`src/rtl/gpu_cmd_ctrl_pkg.sv`:
```
// Shared types and text-mode geometry for the GPU command sequencer.
package gpu_pkg;

    localparam int TEXT_MODE_WIDTH  = 80;
    localparam int TEXT_MODE_HEIGHT = 60;
    localparam int DISPLAY_WIDTH    = 640;
    localparam int DISPLAY_HEIGHT   = 480;
    localparam int AW               = $clog2(TEXT_MODE_WIDTH * TEXT_MODE_HEIGHT);

    typedef enum logic [1:0] {
        SIG_STORE_BYTE  = 2'b00,
        SIG_MOVE_CURSOR = 2'b01,
        SIG_DISPLAY     = 2'b10,
        SIG_CLEAR       = 2'b11
    } gpu_cmd_e;

    typedef enum logic [1:0] {
        IDLE      = 2'd0,
        CLEAR     = 2'd1,
        DISP_WAIT = 2'd2
    } gpu_state_e;

endpackage

```
`src/rtl/gpu_cmd_ctrl_if.sv`:
```
// Command, framebuffer and scan-out handshake bundle of the GPU command sequencer.
interface gpu_cmd_ctrl_if #(
    parameter int AW = gpu_pkg::AW
);
    logic          interrupt_enable;
    logic [1:0]    interrupt_in;
    logic [7:0]    data_in;
    logic          busy;
    logic          overrun;
    logic          fb_we;
    logic [AW-1:0] fb_addr;
    logic [7:0]    fb_wdata;
    logic [6:0]    cursor_x;
    logic [5:0]    cursor_y;
    logic          disp_req;
    logic          disp_ack;

    modport master (
        output interrupt_enable, interrupt_in, data_in, disp_ack,
        input  busy, overrun, fb_we, fb_addr, fb_wdata, cursor_x, cursor_y, disp_req
    );

    modport slave (
        input  interrupt_enable, interrupt_in, data_in, disp_ack,
        output busy, overrun, fb_we, fb_addr, fb_wdata, cursor_x, cursor_y, disp_req
    );
endinterface

```
`src/rtl/gpu_cmd_ctrl_cursor.sv`:
```
// Text cursor: column, row and linear cell index kept in step without a multiplier.
// Build option GPU_CURSOR_WRAP_EN: advancing past the last cell wraps to the origin instead of holding.
module gpu_cursor #(
    parameter int TEXT_W = gpu_pkg::TEXT_MODE_WIDTH,
    parameter int TEXT_H = gpu_pkg::TEXT_MODE_HEIGHT,
    parameter int AW     = $clog2(TEXT_W * TEXT_H)
) (
    input  logic          clk,
    input  logic          rst,
    input  logic          i_advance,
    input  logic          i_load,
    input  logic          i_origin,
    input  logic [6:0]    i_load_x,
    input  logic [5:0]    i_load_y,
    output logic [6:0]    o_x,
    output logic [5:0]    o_y,
    output logic [AW-1:0] o_idx
);
    localparam logic [6:0]    X_LAST    = 7'(TEXT_W - 1);
    localparam logic [AW-1:0] LAST_CELL = AW'(TEXT_W * TEXT_H - 1);

    logic [6:0]    r_x;
    logic [5:0]    r_y;
    logic [AW-1:0] r_idx;

    // Row start address as a shift-and-add over the set bits of TEXT_W.
    function automatic logic [AW-1:0] row_base(input logic [5:0] y);
        logic [AW-1:0] acc;
        acc = '0;
        for (int b = 0; b < AW; b++) begin
            if (((TEXT_W >> b) & 1) != 0) acc = acc + (AW'(y) << b);
        end
        return acc;
    endfunction

    // NOTE: state registers use non-blocking assignment so every flop samples pre-edge values.
    always_ff @(posedge clk) begin
        if (rst || i_origin) begin
            r_x   <= '0;
            r_y   <= '0;
            r_idx <= '0;
        end else if (i_load) begin
            r_x   <= i_load_x;
            r_y   <= i_load_y;
            r_idx <= row_base(i_load_y) + AW'(i_load_x);
        end else if (i_advance) begin
            if (r_x != X_LAST) begin
                r_x   <= r_x + 7'd1;
                r_idx <= r_idx + AW'(1);
            end else if (r_idx != LAST_CELL) begin
                r_x   <= '0;
                r_y   <= r_y + 6'd1;
                r_idx <= r_idx + AW'(1);
            end else begin
`ifdef GPU_CURSOR_WRAP_EN
                r_x   <= '0;
                r_y   <= '0;
                r_idx <= '0;
`endif
            end
        end
    end

    assign o_x   = r_x;
    assign o_y   = r_y;
    assign o_idx = r_idx;
endmodule

```
`src/rtl/gpu_cmd_ctrl.sv`:
```
// Text-mode GPU command sequencer: strobed commands become framebuffer writes, a clear sweep
// and a display handshake. End-of-screen cursor behaviour follows GPU_CURSOR_WRAP_EN (gpu_cursor).
module gpu_cmd_ctrl
    import gpu_pkg::*;
#(
    parameter int TEXT_W = TEXT_MODE_WIDTH,
    parameter int TEXT_H = TEXT_MODE_HEIGHT
) (
    input  logic          clk,
    input  logic          rst,
    gpu_cmd_ctrl_if.slave bus
);
    localparam int            AW        = $clog2(TEXT_W * TEXT_H);
    localparam logic [AW-1:0] LAST_CELL = AW'(TEXT_W * TEXT_H - 1);

    gpu_state_e    r_state;
    gpu_state_e    w_next_state;
    logic [AW-1:0] r_sweep;
    logic [7:0]    r_fill;
    logic          r_move_pend;
    logic [6:0]    r_move_x;
    logic          r_overrun;
    logic          r_fb_we;
    logic [AW-1:0] r_fb_addr;
    logic [7:0]    r_fb_wdata;

    gpu_cmd_e      w_cmd;
    logic          w_accept;
    logic          w_drop;
    logic          w_sweep_last;
    logic [6:0]    w_move_x;
    logic [5:0]    w_move_y;
    logic          w_busy;
    logic          w_disp_req;
    logic [6:0]    w_cur_x;
    logic [5:0]    w_cur_y;
    logic [AW-1:0] w_cur_idx;

    assign w_cmd        = gpu_cmd_e'(bus.interrupt_in);
    assign w_accept     = bus.interrupt_enable && (r_state == IDLE);
    assign w_drop       = bus.interrupt_enable && (r_state != IDLE);
    assign w_sweep_last = (r_state == CLEAR) && (r_sweep == LAST_CELL);
    assign w_move_x     = (bus.data_in >= 8'(TEXT_W)) ? 7'(TEXT_W - 1) : bus.data_in[6:0];
    assign w_move_y     = (bus.data_in >= 8'(TEXT_H)) ? 6'(TEXT_H - 1) : bus.data_in[5:0];

    always_ff @(posedge clk) begin
        if (rst) r_state <= IDLE;
        else     r_state <= w_next_state;
    end

    // NOTE: combinational blocks assign a default first so no path leaves a latch behind.
    always_comb begin
        w_next_state = r_state;
        unique case (r_state)
            IDLE: begin
                if (w_accept && w_cmd == SIG_DISPLAY) w_next_state = DISP_WAIT;
                if (w_accept && w_cmd == SIG_CLEAR)   w_next_state = CLEAR;
            end
            CLEAR:     if (r_sweep == LAST_CELL) w_next_state = IDLE;
            DISP_WAIT: if (bus.disp_ack)         w_next_state = IDLE;
            default:   w_next_state = IDLE;
        endcase
    end

    always_comb begin
        w_busy     = (r_state == CLEAR) || (r_state == DISP_WAIT);
        w_disp_req = (r_state == DISP_WAIT);
    end

    always_ff @(posedge clk) begin
        if (rst) begin
            r_fb_we     <= 1'b0;
            r_fb_addr   <= '0;
            r_fb_wdata  <= '0;
            r_sweep     <= '0;
            r_fill      <= '0;
            r_overrun   <= 1'b0;
            r_move_pend <= 1'b0;
            r_move_x    <= '0;
        end else begin
            r_fb_we <= 1'b0;
            if (w_drop) r_overrun <= 1'b1;
            if (r_state == CLEAR) begin
                r_fb_we    <= 1'b1;
                r_fb_addr  <= r_sweep;
                r_fb_wdata <= r_fill;
                r_sweep    <= r_sweep + AW'(1);
            end
            if (w_accept) begin
                // Any command other than a first-half move abandons a pending X.
                r_move_pend <= (w_cmd == SIG_MOVE_CURSOR) && !r_move_pend;
                unique case (w_cmd)
                    SIG_STORE_BYTE: begin
                        r_fb_we    <= 1'b1;
                        r_fb_addr  <= w_cur_idx;
                        r_fb_wdata <= bus.data_in;
                    end
                    SIG_MOVE_CURSOR: if (!r_move_pend) r_move_x <= w_move_x;
                    SIG_CLEAR: begin
                        r_fill  <= bus.data_in;
                        r_sweep <= '0;
                    end
                    default: ;
                endcase
            end
        end
    end

    gpu_cursor #(
        .TEXT_W (TEXT_W),
        .TEXT_H (TEXT_H),
        .AW     (AW)
    ) u_cursor (
        .clk       (clk),
        .rst       (rst),
        .i_advance (w_accept && w_cmd == SIG_STORE_BYTE),
        .i_load    (w_accept && w_cmd == SIG_MOVE_CURSOR && r_move_pend),
        .i_origin  (w_sweep_last),
        .i_load_x  (r_move_x),
        .i_load_y  (w_move_y),
        .o_x       (w_cur_x),
        .o_y       (w_cur_y),
        .o_idx     (w_cur_idx)
    );

    assign bus.busy     = w_busy;
    assign bus.overrun  = r_overrun;
    assign bus.fb_we    = r_fb_we;
    assign bus.fb_addr  = r_fb_addr;
    assign bus.fb_wdata = r_fb_wdata;
    assign bus.cursor_x = w_cur_x;
    assign bus.cursor_y = w_cur_y;
    assign bus.disp_req = w_disp_req;
endmodule

```
`src/flat_wrapper.sv`:
```
// flat-port wrapper written by rule: the top's interface ports become plain ports
module gpu_cmd_ctrl_flat import gpu_pkg::*;
#(
    parameter int TEXT_W = TEXT_MODE_WIDTH,
    parameter int TEXT_H = TEXT_MODE_HEIGHT
)
  (clk, rst, bus_interrupt_enable, bus_interrupt_in, bus_data_in, bus_disp_ack, bus_busy, bus_overrun, bus_fb_we, bus_fb_addr, bus_fb_wdata, bus_cursor_x, bus_cursor_y, bus_disp_req);
  gpu_cmd_ctrl_if bus_i ();
  input  logic clk;
  input  logic rst;
  input wire logic [$bits(bus_i.interrupt_enable)-1:0] bus_interrupt_enable;
  input wire logic [$bits(bus_i.interrupt_in)-1:0] bus_interrupt_in;
  input wire logic [$bits(bus_i.data_in)-1:0] bus_data_in;
  input wire logic [$bits(bus_i.disp_ack)-1:0] bus_disp_ack;
  output wire logic [$bits(bus_i.busy)-1:0] bus_busy;
  output wire logic [$bits(bus_i.overrun)-1:0] bus_overrun;
  output wire logic [$bits(bus_i.fb_we)-1:0] bus_fb_we;
  output wire logic [$bits(bus_i.fb_addr)-1:0] bus_fb_addr;
  output wire logic [$bits(bus_i.fb_wdata)-1:0] bus_fb_wdata;
  output wire logic [$bits(bus_i.cursor_x)-1:0] bus_cursor_x;
  output wire logic [$bits(bus_i.cursor_y)-1:0] bus_cursor_y;
  output wire logic [$bits(bus_i.disp_req)-1:0] bus_disp_req;
  assign bus_i.interrupt_enable = bus_interrupt_enable;
  assign bus_i.interrupt_in = bus_interrupt_in;
  assign bus_i.data_in = bus_data_in;
  assign bus_i.disp_ack = bus_disp_ack;
  assign bus_busy = bus_i.busy;
  assign bus_overrun = bus_i.overrun;
  assign bus_fb_we = bus_i.fb_we;
  assign bus_fb_addr = bus_i.fb_addr;
  assign bus_fb_wdata = bus_i.fb_wdata;
  assign bus_cursor_x = bus_i.cursor_x;
  assign bus_cursor_y = bus_i.cursor_y;
  assign bus_disp_req = bus_i.disp_req;
  gpu_cmd_ctrl #(.TEXT_W(TEXT_W), .TEXT_H(TEXT_H)) u_core (.clk(clk), .rst(rst), .bus(bus_i));
endmodule
```
`config.mk`:
```
export PLATFORM = sky130hd
export DESIGN_NAME = gpu_cmd_ctrl_flat
export DESIGN_NICKNAME = d
export VERILOG_FILES = /design/src/rtl/gpu_cmd_ctrl_pkg.sv /design/src/rtl/gpu_cmd_ctrl_if.sv /design/src/rtl/gpu_cmd_ctrl_cursor.sv /design/src/rtl/gpu_cmd_ctrl.sv /design/src/flat_wrapper.sv
export SDC_FILE = /design/constraint.sdc
export NUM_CORES = 1
export LEC_CHECK = 0
export ABC_AREA = 1
export BUFFER_PORTS_ARGS = -buffer_cell sky130_fd_sc_hd__buf_2
export CORE_UTILIZATION = 60
export CTS_CLUSTER_DIAMETER = 100
export DETAILED_ROUTE_END_ITERATION = 8
export PLACE_DENSITY = 0.84
export SETUP_SLACK_MARGIN = 0.15
export SYNTH_ARGS = -nofsm -noshare
export SYNTH_HDL_FRONTEND = slang
export SYNTH_SLANG_ARGS = --single-unit
```
`constraint.sdc`:
```
create_clock -name clk -period 4.8 [get_ports clk]
set_input_delay 0.48 -clock clk [delete_from_list [all_inputs] [get_ports clk]]
set_output_delay 0.48 -clock clk [all_outputs]
set_load 0.01 [all_outputs]
```
==> metrics.md, run 1 <==
| Metric | Value |
|---|---|
| Setup-failing EPs final | `0` |
| Internal power | `0.001135 W` |
| Final hold viol count | `0` |
| Combinational fraction of design power | `25.1%` |
| Clock Power Share | `29.7%` |
| PD cells | `351.6 nW/um^2` |
| HPWL Detailed | `8128 um` |
| Worst slew pin tran | `0.9655 ns` |
| Switch share | `34.58%` |
| Post-synth cell types | `45` |
| Starting Density | `61.69%` |
| First-pass GRT wire length | `18090 um` |
| R2r startpoint | `u_core.r_state[0]` |
| Worst setup EP type | `flop` |
| Core Footprint | `7214 um^2` |
| FF+latch count, synth | `80` |
| Pin count of the biggest net entering global routing | `32` |
| R2R Setup Slk | `1.49 ns` |
| Switching pwr | `0.0006000 W` |
| Mapped Area | `4451 um^2` |
| Num CTS Buffers | `9` |
| Unrepaired setup endpoints after global routing | `no` |
| Avg Cell Area, Syn | `7.064 um^2` |
| Grt total ovfl | `0` |
| I/O Buffers | `51` |
| Layout Skew | `0.01027 ns` |
| Area growth syn-to-layout | `10.88%` |
| Warnings, synthesis | `0` |
| Setup TNS | `0 ns` |
| Pre-CTS setup slack | `1.580 ns` |
| H-tree depth | `3` |
| Root buffer cell | `clkbuf_8` |
| Hold Crit Class | `in -> reg` |
| Max Slew Vio Count | `0` |
| Die area | `7766 um^2` |
| Async set-reset flop share out of synthesis | `0%` |
| Worst hold slack | `0.4124 ns` |
| Synth Instances | `630` |
| Final Worst Setup Slack | `1.493 ns` |
| Crit Path Class | `reg -> reg` |
| Post-CTS Setup Inserts | `0` |
| DRT iter0 DRCs | `366` |
| Syn_nets | `656` |
| Die width | `88.13 um` |
| 1st-pass router iterations | `7` |
| Core Util, Final | `68.40%` |
| Post-synth top area share | `35.99%` |
| Std cell rows | `31` |
| Initial antenna violation count | `0` |
| DRC | `0` |
| # clock sinks | `80` |
| N_diodes | `0` |
| Vias per cell | `5.784` |
| Top FF cell, synth | `dfxtp_1` |
| CP Launch Type | `flop` |
| Capture point of the critical path | `u_core.u_cursor.o_y[3]` |
| Drt total wl | `11220 um` |
| GRT busiest layer | `met2` |
| Vias | `4465` |
| GP Congestion | `0.9347` |
| Clock Latency Late Sink | `0.36 ns` |
| Reg2Reg Depth | `12` |
| Area leader, netlist | `dfxtp_1` |
| Clock-pin slew on the worst setup and hold paths | `0.08 ns` |
| Fin crit share | `68.89%` |
| CTS tree | `built` |
| Met3 usage in global routing | `5.561%` |
| Post-synth EDFFs | `0` |
| I/O Pins | `52` |
| CTS Buffer Depth | `2` |
| Start point of the critical path | `u_core.r_state[0]` |
| Seq/Total Area, Yosys | `35.99%` |
| Number of global-route vias before repair | `3944` |
| Worst path arrival time | `3.57 ns` |
| Top cells by area, synth | `dfxtp_1, nand2_1, o21ai_0` |
| Antenna Nets Post-Route | `0` |
| CTS Hold Buffers Added | `0` |
| Max FO, Critical Path | `31` |
| Final min period | `3.307 ns` |
| Met1 Usage GRT | `38.60%` |
| Wire length per cell | `14.54 um` |
| Req. time, crit path | `5.07 ns` |
| Tot GR Track Use | `29.81%` |
| GR Layer Usage met2 | `50.39%` |
| Final Net Count | `694` |
| Max cap viols | `0` |
| Die Span Y | `88.13 um` |
| Synth top cells by count | `nand2_1, dfxtp_1, inv_1` |
| Status | `completed` |
| Slew HR | `35.48%` |
| Share of cells above drive strength 1 | `16.49%` |
| Most numerous cell in the Yosys netlist | `nand2_1` |
| Achievable Freq | `0.3024 GHz` |
| Flop pwr share | `45.2%` |
| Reg-to-Reg End | `u_core.u_cursor.o_y[3]` |
| VDD IR max | `214.1 uV` |
| Post-cts resize count | `0` |
| Leak | `2.088 nW` |
[per-layer routing]
| metal | vias to the layer above | share of wire, % |
|---|---|---|
| li1 | 2178 | - |
| met4 | 0 | 1.5 |
| met2 | 190 | 48 |
| met5 | - | 0 |
| met3 | 24 | 6.3 |
| met1 | 2073 | 44 |
[stage by stage]
stage | cell area, um^2 | cells | power, W
3_3_place_gp | 4730 | 756 | 0.001207
3_5_place_dp | 4730 | 756 | 0.001226
5_1_grt | 4935 | 772 | 0.001820
4_1_cts | 4935 | 772 | 0.001732
2_1_floorplan | 4451 | 630 | 0.001097
6_report | 4935 | 772 | 0.001735
[state kept, by name, indices dropped and copies added, names as in the netlist]
signal / cells
u_core.bus.fb_we: 1
u_core.u_cursor.o_y: 6
u_core.r_fill: 8
u_core.r_state: 2
u_core.bus.fb_addr: 13
u_core.r_sweep: 13
u_core.bus.fb_wdata: 8
u_core.r_move_x: 7
u_core.u_cursor.o_x: 7
u_core.u_cursor.o_idx: 13
u_core.r_move_pend: 1
u_core.bus.overrun: 1
[power groups by stage]
stage / clock network, W / logic [W] / registers (W)
final: 0.000516 / 0.000435 / 0.000784
after global routing: 0.000542 / 0.000486 / 0.000791
after CTS: 0.000519 / 0.000431 / 0.000782
after detailed placement: 0 / 0.000429 / 0.000797
after global placement: 0 / 0.000415 / 0.000793
after floorplan: 0 / 0.000295 / 0.000802
[worst min path at each step]
stage | from | to | slack, ns | depth (start not counted)
final | bus_interrupt_enable | u_core.bus.overrun | 0.41 | 3
after global routing | bus_interrupt_enable | u_core.bus.overrun | 0.45 | 3
after CTS | bus_interrupt_enable | u_core.bus.overrun | 0.40 | 3
after detailed placement | u_core.r_fill[6] | u_core.bus.fb_wdata[6] | 0.47 | 2
after global placement | u_core.bus.overrun | u_core.bus.overrun | 0.45 | 2
after floorplan | u_core.r_fill[0] | u_core.bus.fb_wdata[0] | 0.45 | 2
[final cells by class]
class	instances	area (um^2)
repair buffers	54	277.8
multi-input cells	442	2417
clock inverters	6	67.56
inverters	81	309.0
well taps	99	123.9
fillers	647	2280
flip-flops and latches	80	1602
clock buffers	10	137.6
[placed cells by master, fill, tap and decap left out, types with 2 or more instances in the layout]
master and n:
dfxtp_1 80, nor2_2 2, a311oi_1 11, nor2_8 2, buf_2 51, nor2_1 58
xor2_1 13, nor4_1 3, o22ai_1 3, clkinv_2 2, nand4_1 8, o21ai_1 2
buf_4 3, nand2_1 108, nand3_1 29, nand2_2 6, a21oi_1 57, nand3_2 9
inv_1 72, xnor2_1 2, inv_2 6, a21oi_2 3, o21ai_0 65, nor2_4 2
ha_1 11, clkinv_1 2, a31oi_1 7, or2_2 3, clkbuf_8 10, nor3_1 19
a211oi_1 6
[critical path, cell delays in order, from the launching register on]
cell,delay [ns]
dfxtp_1,0.33
inv_1,0.10
ha_1,0.20
nand2_1,0.10
nor3_1,0.25
nand2_1,0.64
inv_2,0.57
nor2_1,0.11
inv_2,0.11
nand3_1,0.32
inv_1,0.16
o21ai_0,0.09
a221oi_1,0.24
[cell families after synthesis]
family | count (synthesis) | share of synthesized area [%]
adder cells (fa/ha/maj) | 12 | 3.542
XOR/XNOR | 15 | 2.952
buffers and inverters | 108 | 9.699
AO/OA/AOI/OAI | 162 | 20.97
flip-flops | 80 | 35.99
AND/OR/NAND/NOR | 253 | 26.85
No activity file was read; power rests on OpenSTA's default activity.
==> inputs of run 2 (changes only) <==
Settings changed: CORE_UTILIZATION 60 to 59, PLACE_DENSITY 0.84 to 0.83.
Clock period 4.8 ns to 3.4 ns, I/O delays scaled along.
==> run 2 against run 1 <==
Against the previous run:
- global-route usage up 0.30 points
- power is 46% higher
- via count about the same
- fmax up 23%
- final cell count rose by 0.65%
- routed wire length fell by 0.18%
- critical path depth increased by 1
- clock skew decreased by 0.00056 ns
- clock power rose by 57%
- critical path type unchanged
- highest routed layer unchanged
==> metrics.md, run 2 (synthesis results as in run 1) <==
| Metric | Value |
|---|---|
| Clock-pin slew on the worst setup and hold paths | `0.09 ns (was 0.08 ns)` |
| Leak | `2.124 nW (was 2.088 nW)` |
| Setup-failing EPs final | `0 (unchanged)` |
| Start point of the critical path | `u_core.r_state[1] (was u_core.r_state[0])` |
| Switch share | `33.52% (was 34.58%)` |
| Flop pwr share | `43.6% (was 45.2%)` |
| Max FO, Critical Path | `13 (was 31)` |
| Unrepaired setup endpoints after global routing | `no (unchanged)` |
| Hold_sp | `bus_data_in[1] (was bus_interrupt_enable)` |
| Final min period | `2.687 ns (was 3.307 ns)` |
| PD cells | `507.0 nW/um^2 (was 351.6 nW/um^2)` |
| Std cell rows | `31 (unchanged)` |
| Reg-to-Reg End | `u_core.u_cursor.o_y[3] (unchanged)` |
| CP Launch Type | `flop (unchanged)` |
| DRT iter0 DRCs | `275 (was 366)` |
| Starting Density | `61.36% (was 61.69%)` |
| Num CTS Buffers | `9 (unchanged)` |
| Pin count of the biggest net entering global routing | `35 (was 32)` |
| HPWL Detailed | `8183 um (was 8128 um)` |
| 1st-pass router iterations | `5 (was 7)` |
| Most frequent cells in the layout | `nand2_1, dfxtp_1, inv_1, o21ai_0, nor2_1 (unchanged)` |
| I/O Buffers | `51 (unchanged)` |
| DRC | `0 (unchanged)` |
| Clock Latency Late Sink | `0.36 ns (about the same)` |
| Max cap viols | `0 (unchanged)` |
| Slowest stage delay, CP | `0.34 ns (was 0.64 ns)` |
| Req. time, crit path | `3.66 ns (was 5.07 ns)` |
| Post-cts resize count | `0 (unchanged)` |
| Worst path arrival time | `2.95 ns (was 3.57 ns)` |
| Fin crit share | `79.03% (was 68.89%)` |
| Setup TNS | `0 ns (unchanged)` |
| GP Congestion | `0.9959 (was 0.9347)` |
| Final Power | `0.002533 W (was 0.001735 W)` |
| Initial antenna violation count | `0 (unchanged)` |
| R2r startpoint | `u_core.r_state[1] (was u_core.r_state[0])` |
| Crit Path Class | `reg -> reg (unchanged)` |
| Wire length per cell | `14.42 um (was 14.54 um)` |
| Hold Crit Class | `in -> reg (unchanged)` |
| Reg2Reg Depth | `13 (was 12)` |
| Antenna Nets Post-Route | `0 (unchanged)` |
| Switching pwr | `0.0008490 W (was 0.0006000 W)` |
| Number of global-route vias before repair | `4051 (was 3944)` |
| CTS tree | `built (unchanged)` |
| Worst setup EP type | `flop (unchanged)` |
| Status | `completed (unchanged)` |
| Internal power | `0.001684 W (was 0.001135 W)` |
| Vias | `4468 (was 4465)` |
| Vias per cell | `5.750 (was 5.784)` |
| Root buffer cell | `clkbuf_8 (unchanged)` |
| Drt total wl | `11200 um (was 11220 um)` |
| Worst slew pin tran | `0.5582 ns (was 0.9655 ns)` |
| Combinational fraction of design power | `24.5% (was 25.1%)` |
| Die area | `7894 um^2 (was 7766 um^2)` |
| Final hold viol count | `0 (unchanged)` |
| Die Span Y | `88.85 um (was 88.13 um)` |
| CP cell instances | `inv_1 -> ha_1 -> nand2_1 -> nor3_1 -> nand2_1 -> buf_4 -> inv_2 -> nor2_1 -> inv_2 -> nand3_1 -> inv_1 -> o21ai_0 -> a221oi_1 (was inv_1 -> ha_1 -> nand2_1 -> nor3_1 -> nand2_1 -> inv_2 -> nor2_1 -> inv_2 -> nand3_1 -> inv_1 -> o21ai_0 -> a221oi_1)` |
| Share of cells above drive strength 1 | `17.11% (was 16.49%)` |
| CTS Hold Buffers Added | `0 (unchanged)` |
| I/O Pins | `52 (unchanged)` |
| Critical-path top delay cell | `dfxtp_1 (was nand2_1)` |
| R2R Setup Slk | `0.71 ns (was 1.49 ns)` |
| Area growth syn-to-layout | `12.26% (was 10.88%)` |
| N_diodes | `0 (unchanged)` |
| Final Net Count | `699 (was 694)` |
| Post-CTS Setup Inserts | `0 (unchanged)` |
| CTS Buffer Depth | `2 (unchanged)` |
| Cells on Worst Hold Path | `3 (unchanged)` |
| Slew HR | `62.75% (was 35.48%)` |
| First-pass GRT wire length | `18470 um (was 18090 um)` |
| Die width | `88.85 um (was 88.13 um)` |
| Hold worst-path end | `u_core.r_move_x[1] (was u_core.bus.overrun)` |
| Layout Skew | `0.009709 ns (was 0.01027 ns)` |
| Grt total ovfl | `0 (unchanged)` |
| Core Footprint | `7253 um^2 (was 7214 um^2)` |
| Clock Power Share | `31.9% (was 29.7%)` |
| Tot GR Track Use | `30.11% (was 29.81%)` |
| VDD IR max | `267.9 uV (was 214.1 uV)` |
| H-tree depth | `3 (unchanged)` |
| # clock sinks | `80 (unchanged)` |
| Max Slew Vio Count | `0 (unchanged)` |
| Most common cell after layout, fill and taps aside | `nand2_1 (unchanged)` |
| Achievable Freq | `0.3722 GHz (was 0.3024 GHz)` |
run 2: through the flow:
stage          setup slack, ns  hold WS, ns  util [%]  area (um^2)  cells
2_1_floorplan            1.103       0.4542         -         4451    630
3_3_place_gp            0.8258       0.4448     65.72         4767    761
3_5_place_dp            0.6913       0.4688     65.72         4767    761
4_1_cts                 0.7413       0.2731     68.88         4996    777
5_1_grt                 0.5048       0.2884     68.88         4996    777
6_report                0.7130       0.2788     68.88         4996    777
run 2: power groups by stage:
stage	clock [W]	sequential, W	combinational, W
after floorplan	0	0.00113	0.000416
after global placement	0	0.00112	0.000598
after detailed placement	0	0.00112	0.000617
after CTS	0.000814	0.00110	0.000618
after global routing	0.000855	0.00111	0.000700
final	0.000808	0.00110	0.000622
run 2: area by class of cell:
cell class | count | area [um^2]
Multi-Input combinational cell | 442 | 2417
Fill cell | 633 | 2257
Sequential cell | 80 | 1602
Clock inverter | 6 | 91.34
Timing Repair Buffer | 59 | 315.3
Clock buffer | 10 | 137.6
Inverter | 81 | 309.0
Tap cell | 99 | 123.9
run 2: worst max-delay path by stage:
stage / slack [ns] / cells after the start / end
after detailed placement: 0.69 / 19 / u_core.u_cursor.o_idx[11]
final: 0.71 / 13 / u_core.u_cursor.o_y[3]
after floorplan: 1.10 / 20 / u_core.u_cursor.o_idx[11]
after CTS: 0.74 / 13 / u_core.u_cursor.o_y[3]
after global routing: 0.50 / 13 / u_core.u_cursor.o_y[3]
after global placement: 0.83 / 20 / u_core.u_cursor.o_idx[11]
run 2: critical path: cells and delay by family (launching register included):
family	cells	cell delay (ns)
adders and majority gates	1	0.20
DFF	1	0.34
AOI/OAI and AO/OA	2	0.38
and+or+nand+nor	5	0.96
buffers and inverters	5	0.72
run 2: metal layers:
| metal | global-route usage, % | vias to the layer above | routed length, um |
|---|---|---|---|
| met4 | 13.05 | 0 | 340 |
| met5 | 0 | - | 0 |
| met3 | 5.224 | 39 | 680 |
| met1 | 37.89 | 2069 | 4701 |
| met2 | 50.70 | 168 | 5479 |
| li1 | - | 2192 | - |
